$ cat config.mk
export PLATFORM = sky130hd
export DESIGN_NAME = windowing_frame
export DESIGN_NICKNAME = d
export VERILOG_FILES = /design/src/rtl/windowing_pkg.sv /design/src/rtl/windowing_coef_ram.sv /design/src/rtl/windowing_frame.sv
export SDC_FILE = /design/constraint.sdc
export NUM_CORES = 1
export LEC_CHECK = 0
export CAP_MARGIN = 30
export CORE_AREA = 2 2 206 188
export CTS_CLUSTER_DIAMETER = 200
export DETAILED_ROUTE_END_ITERATION = 16
export DIE_AREA = 0 0 208 190
export PLACE_DENSITY = 0.61
export RECOVER_POWER = 50
export REMOVE_ABC_BUFFERS = 1
export SYNTH_ARGS = -nofsm -noshare
export SYNTH_HDL_FRONTEND = slang
export SYNTH_SLANG_ARGS = --single-unit
$ cat constraint.sdc
create_clock -name clk -period 3.7 [get_ports clk]
set_clock_uncertainty 0.2 [all_clocks]
set_input_delay 1.11 -clock clk [delete_from_list [all_inputs] [get_ports clk]]
set_output_delay 1.11 -clock clk [all_outputs]
set_load 0.02 [all_outputs]
$ cat src/rtl/windowing_pkg.sv
// Shared defaults, FSM state type and width helper for the windowing_frame block.
package windowing_pkg;

  localparam int unsigned DATA_W_DEF    = 17;
  localparam int unsigned COEF_W_DEF    = 4;
  localparam int unsigned FRAME_LEN_DEF = 64;

  typedef enum logic {
    IDLE = 1'b0,
    RUN  = 1'b1
  } state_t;

  // Signed sample times unsigned coefficient needs exactly DATA_W+COEF_W bits.
  function automatic int unsigned out_w(input int unsigned data_w, input int unsigned coef_w);
    return data_w + coef_w;
  endfunction

endpackage

$ cat src/rtl/windowing_coef_ram.sv
// Run-time loadable coefficient table: one synchronous write port, one asynchronous read port.
module windowing_coef_ram #(
  parameter int unsigned COEF_W    = 4,
  parameter int unsigned FRAME_LEN = 64,
  parameter int unsigned IDX_W     = $clog2(FRAME_LEN)
) (
  input  logic              clk,
  input  logic              we,
  input  logic [IDX_W-1:0]  waddr,
  input  logic [COEF_W-1:0] wdata,
  input  logic [IDX_W-1:0]  raddr,
  output logic [COEF_W-1:0] rdata
);

  logic [COEF_W-1:0] mem [FRAME_LEN];

  always_ff @(posedge clk) begin
    if (we) begin
      mem[waddr] <= wdata;
    end
  end

  assign rdata = mem[raddr];

endmodule

$ cat src/rtl/windowing_frame.sv
// Streaming frame windowing unit: 2-stage valid/ready pipeline multiplying each signed
// sample by the coefficient at its frame position; table writable only between frames.
module windowing_frame
  import windowing_pkg::*;
#(
  parameter int unsigned DATA_W    = DATA_W_DEF,
  parameter int unsigned COEF_W    = COEF_W_DEF,
  parameter int unsigned FRAME_LEN = FRAME_LEN_DEF,
  parameter int unsigned IDX_W     = $clog2(FRAME_LEN),
  parameter int unsigned OUT_W     = out_w(DATA_W, COEF_W)
) (
  input  logic              clk,
  input  logic              rst,
  input  logic              enable,
  input  logic              in_valid,
  output logic              in_ready,
  input  logic [DATA_W-1:0] in_data,
  output logic              out_valid,
  input  logic              out_ready,
  output logic [OUT_W-1:0]  out_data,
  output logic              out_last,
  input  logic              coef_we,
  input  logic [IDX_W-1:0]  coef_addr,
  input  logic [COEF_W-1:0] coef_wdata,
  output logic              coef_err
);

  state_t             state_q, state_d;
  logic [IDX_W-1:0]   idx_q;
  logic               stall;
  logic               accept;
  logic               idx_last;
  logic               coef_wr_ok;
  logic [COEF_W-1:0]  coef_rd;

  logic               s1_valid;
  logic [DATA_W-1:0]  s1_data;
  logic [COEF_W:0]    s1_coef;
  logic               s1_last;

  logic [OUT_W-1:0]   data_ext;
  logic [OUT_W-1:0]   coef_ext;
  logic [OUT_W-1:0]   product;

  // Whole pipe freezes on a stalled output; there is no skid buffer.
  assign stall    = out_valid && !out_ready;
  assign in_ready = enable && !stall;
  assign accept   = in_valid && in_ready;
  assign idx_last = (idx_q == IDX_W'(FRAME_LEN - 1));

  windowing_coef_ram #(
    .COEF_W    (COEF_W),
    .FRAME_LEN (FRAME_LEN),
    .IDX_W     (IDX_W)
  ) u_coef_ram (
    .clk   (clk),
    .we    (coef_wr_ok && !rst),
    .waddr (coef_addr),
    .wdata (coef_wdata),
    .raddr (idx_q),
    .rdata (coef_rd)
  );

  always_comb begin
    state_d    = state_q;
    coef_wr_ok = coef_we && (state_q == IDLE) && !accept;
    unique case (state_q)
      IDLE: if (accept)             state_d = RUN;
      RUN:  if (accept && idx_last) state_d = IDLE;
    endcase
  end

  // Both operands widened to OUT_W so the low OUT_W product bits are exact.
  assign data_ext = {{COEF_W{s1_data[DATA_W-1]}}, s1_data};
  assign coef_ext = {{(DATA_W-1){1'b0}}, s1_coef};
  assign product  = data_ext * coef_ext;

  always_ff @(posedge clk) begin
    if (rst || !enable) begin
      state_q   <= IDLE;
      idx_q     <= '0;
      s1_valid  <= 1'b0;
      s1_data   <= '0;
      s1_coef   <= '0;
      s1_last   <= 1'b0;
      out_valid <= 1'b0;
      out_data  <= '0;
      out_last  <= 1'b0;
    end else if (!stall) begin
      state_q   <= state_d;
      out_valid <= s1_valid;
      if (s1_valid) begin
        out_data <= product;
        out_last <= s1_last;
      end
      s1_valid <= accept;
      if (accept) begin
        s1_data <= in_data;
        s1_coef <= {1'b0, coef_rd};
        s1_last <= idx_last;
        idx_q   <= idx_last ? '0 : idx_q + IDX_W'(1);
      end
    end
  end

  always_ff @(posedge clk) begin
    if (rst) begin
      coef_err <= 1'b0;
    end else begin
      coef_err <= coef_we && !coef_wr_ok;
    end
  end

endmodule

==> impl_metrics.ini <==
[grt]
overflow = 0
grt.total_usage_pct = 16.24
grt_first_pass_wirelength_um = 50570
use_met1_pct = 22.94
grt_max_degree = 65
grt_pass1_vias = 8911
grt_use_met2_pct = 25.50
antenna_found_initial = 0
grtUsageMet3_pct = 3.103
busiest_layer = met2

[routing]
post_drt_wl_per_cell_um = 18.26
route.detailed.drc = 0
wl_um = 31720
ant_nets = 0
vias = 8728
firstDrtPassIters = 5
drtIter0Drc = 664
routed_via_density = 5.025

[cts]
htree_levels = 2
cts.sink_count = 310
cts_buffers = 35
cts_tree = built
cts_root_buf = clkbuf_16
ctsLongestPathBuffers = 3
clkLatencyLatePin_ps = 520
cts.clk_slew.worst_paths_ps = 60
cts_hold_buf = 0

[layout]
utilization_pct = 45.77
area_delta_synth_final_pct = 19.50
finalNonFillerCells = 1737
multi_input_area_um2 = 5106
antenna_cells = 0
seq_area_um2 = 8777
layout-drive-gt1-share_pct = 15.00
fillerInstances = 3369
postLayoutCellArea_um2 = 17210
final_common_cell = edfxtp_1
finalNetCount = 1310
layout_common_cells = edfxtp_1 (256), buf_4 (92), nand2_1 (90)

[synthesis]
yosys.area.top_type = edfxtp_1
synth.distinct_cells = 53
synth_seq_area_share_pct = 60.88
synth-seq-cells = 310
synth_top_cell_area_share_pct = 53.38
ys.flop_type = edfxtp_1
synth_area_um2 = 14400
synth_edf_count = 256
ys_top_cells_by_area = edfxtp_1 (53%), dfxtp_1 (7.5%), fa_1 (4.9%)
ys_async_sr_fraction_pct = 0
synth_warnings = 0
synth_cells = 1083
synth_area_per_cell_um2 = 13.30

[run_status]
status = finished with violations
violations = capacitance limit

[hold_path]
hold_class = reg2reg

[floorplan]
core_um2 = 37610
die_y_um = 190
top_level_ports = 58
die_area_um2 = 39520
fp.dieW_um = 208
num_rows = 68
initial_utilization_pct = 38.30

[sta]
setup_violations = 0
finalHoldViolations = 0
holdWs_ps = 242.5
post-route-min-period_ps = 3572
max_freq_mhz = 280.0
maxSlewViolCount = 0
rsz0062_at_grt = false
min_period_over_period_pct = 96.54
slew_headroom_pct = 0.3139
worstMarginPinSlew_ps = 1495

[place]
placed_cell_area_um2 = 16070
gp_congestion = 0.8299
dp_cells = 1673
port_buffers = 57
dpl.hpwl_um = 21280

[pwr]
vdd_drop_max_v = 0.0002673
power.leakage_uw = 0.006074
power.density_nw_per_um2 = 429.7

[critical_path]
worst_setup_path_end_kind = primary output
worstPathCellList = dlygate4sd3_1 -> nand2b_1 -> and2_1 -> dlygate4sd2_1
critical_path_class = in2out
path_delay_family = buffers and inverters
cp.arrival_ps = 2260
cp.buffers_inverters = 2
crit_fanout = 2
slowest_delay_ps = 520
cp.required_ps = 2390
slowest_stage = dlygate4sd3_1
startpoint_type = primary input
rrSetupSlack_ps = 170

[job]
max_cap_violations = 1
[per-layer routing]
layer / vias to the layer above / routed length (um)
met1: 4265 / 15250
met3: 47 / 1621
met2: 187 / 14150
met4: 0 / 705
met5: - / 0
li1: 4229 / -
[final timing paths]
path,from,to,depth (start not counted)
min,out_data[6],out_data[6],2
max,out_ready,in_ready,4
max reg2reg,s1_coef[2],out_data[19],13
min reg2reg,out_data[6],out_data[6],2
[sequential cells by signal, indices dropped and copies added, names as in the netlist]
signal / cells
coef_err: 1
idx_q: 6
out_data: 21
out_last: 1
out_valid: 1
s1_coef: 4
s1_data: 17
s1_last: 1
s1_valid: 1
state_q: 1
u_coef_ram.mem: 256
[worst register-to-register path: stages, from the launching register on]
cell,delay (ps)
dfxtp_2,390
buf_4,180
and2_1,150
fa_1,500
inv_1,50
fa_1,500
inv_1,40
ha_1,330
a21o_1,210
a21o_1,180
a21oi_1,150
o21ai_0,130
or3_1,380
nand3_1,90
[stage by stage]
step | setup slack, ps | total power (uW) | setup TNS (ps)
after global placement | -32.02 | 4098 | -32.02
after floorplan | -865.6 | 3950 | -5783
after detailed placement | -20.48 | 4102 | -20.48
after CTS | 42.22 | 7463 | 0
after global routing | 6.340 | 7626 | 0
final | 128.1 | 7396 | 0
[what timing repair did]
item,CTS,global route
gates resized for setup,2,13
pin swaps,0,1
cloned,0,0
setup endpoints to repair,6,9
setup buffers,0,0
[report_power, final]
part           leakage (uW)  internal [uW]  switching, uW  total [uW]
Sequential          0.00274           3790           13.3        3800
Clock              0.000549           1990           1380        3370
Combinational       0.00279           80.9            143         224
Total               0.00607           5860           1540        7400
[synth_stat cells, drive strengths merged (3+ instances only)]
cell type  count
a31oi          3
a21o          10
and3           5
xor2           7
nand2b         4
o21a           4
a22oi         40
or3            4
a31o           5
nand2         90
buf           30
nand3b         7
ha            22
o22ai          4
mux4          32
clkbuf        29
and2          54
edfxtp       256
nor2b          6
a21oi         43
inv           73
nor3           6
nor2          90
dfxtp         54
a211oi         3
xnor2         11
a221oi         8
mux2i         65
fa            35
nand3         44
nand4          8
o21ai         15
[cell families (layout without fill, tap and decap cells)]
family                   count (synthesis)  in the layout  share of synthesized area [%]
multiplexers                            97             97                          9.834
adder cells (fa/ha/maj)                 57             57                          6.776
XOR/XNOR                                18             18                          1.095
buffers and inverters                  132            296                          3.996
AND/OR/NAND/NOR                        326            326                          10.81
flip-flops                             310            310                          60.88
AO/OA/AOI/OAI                          143            143                          6.611
[cell type report]
cell class / instances / share of cell area (%)
Timing Repair Buffer: 159 / 7.669
Clock inverter: 24 / 1.192
Multi-Input combinational cell: 641 / 29.67
Tap cell: 490 / 3.562
Sequential cell: 310 / 51.00
Clock buffer: 40 / 5.321
Inverter: 73 / 1.592
Power figures use the tool's default switching activity.
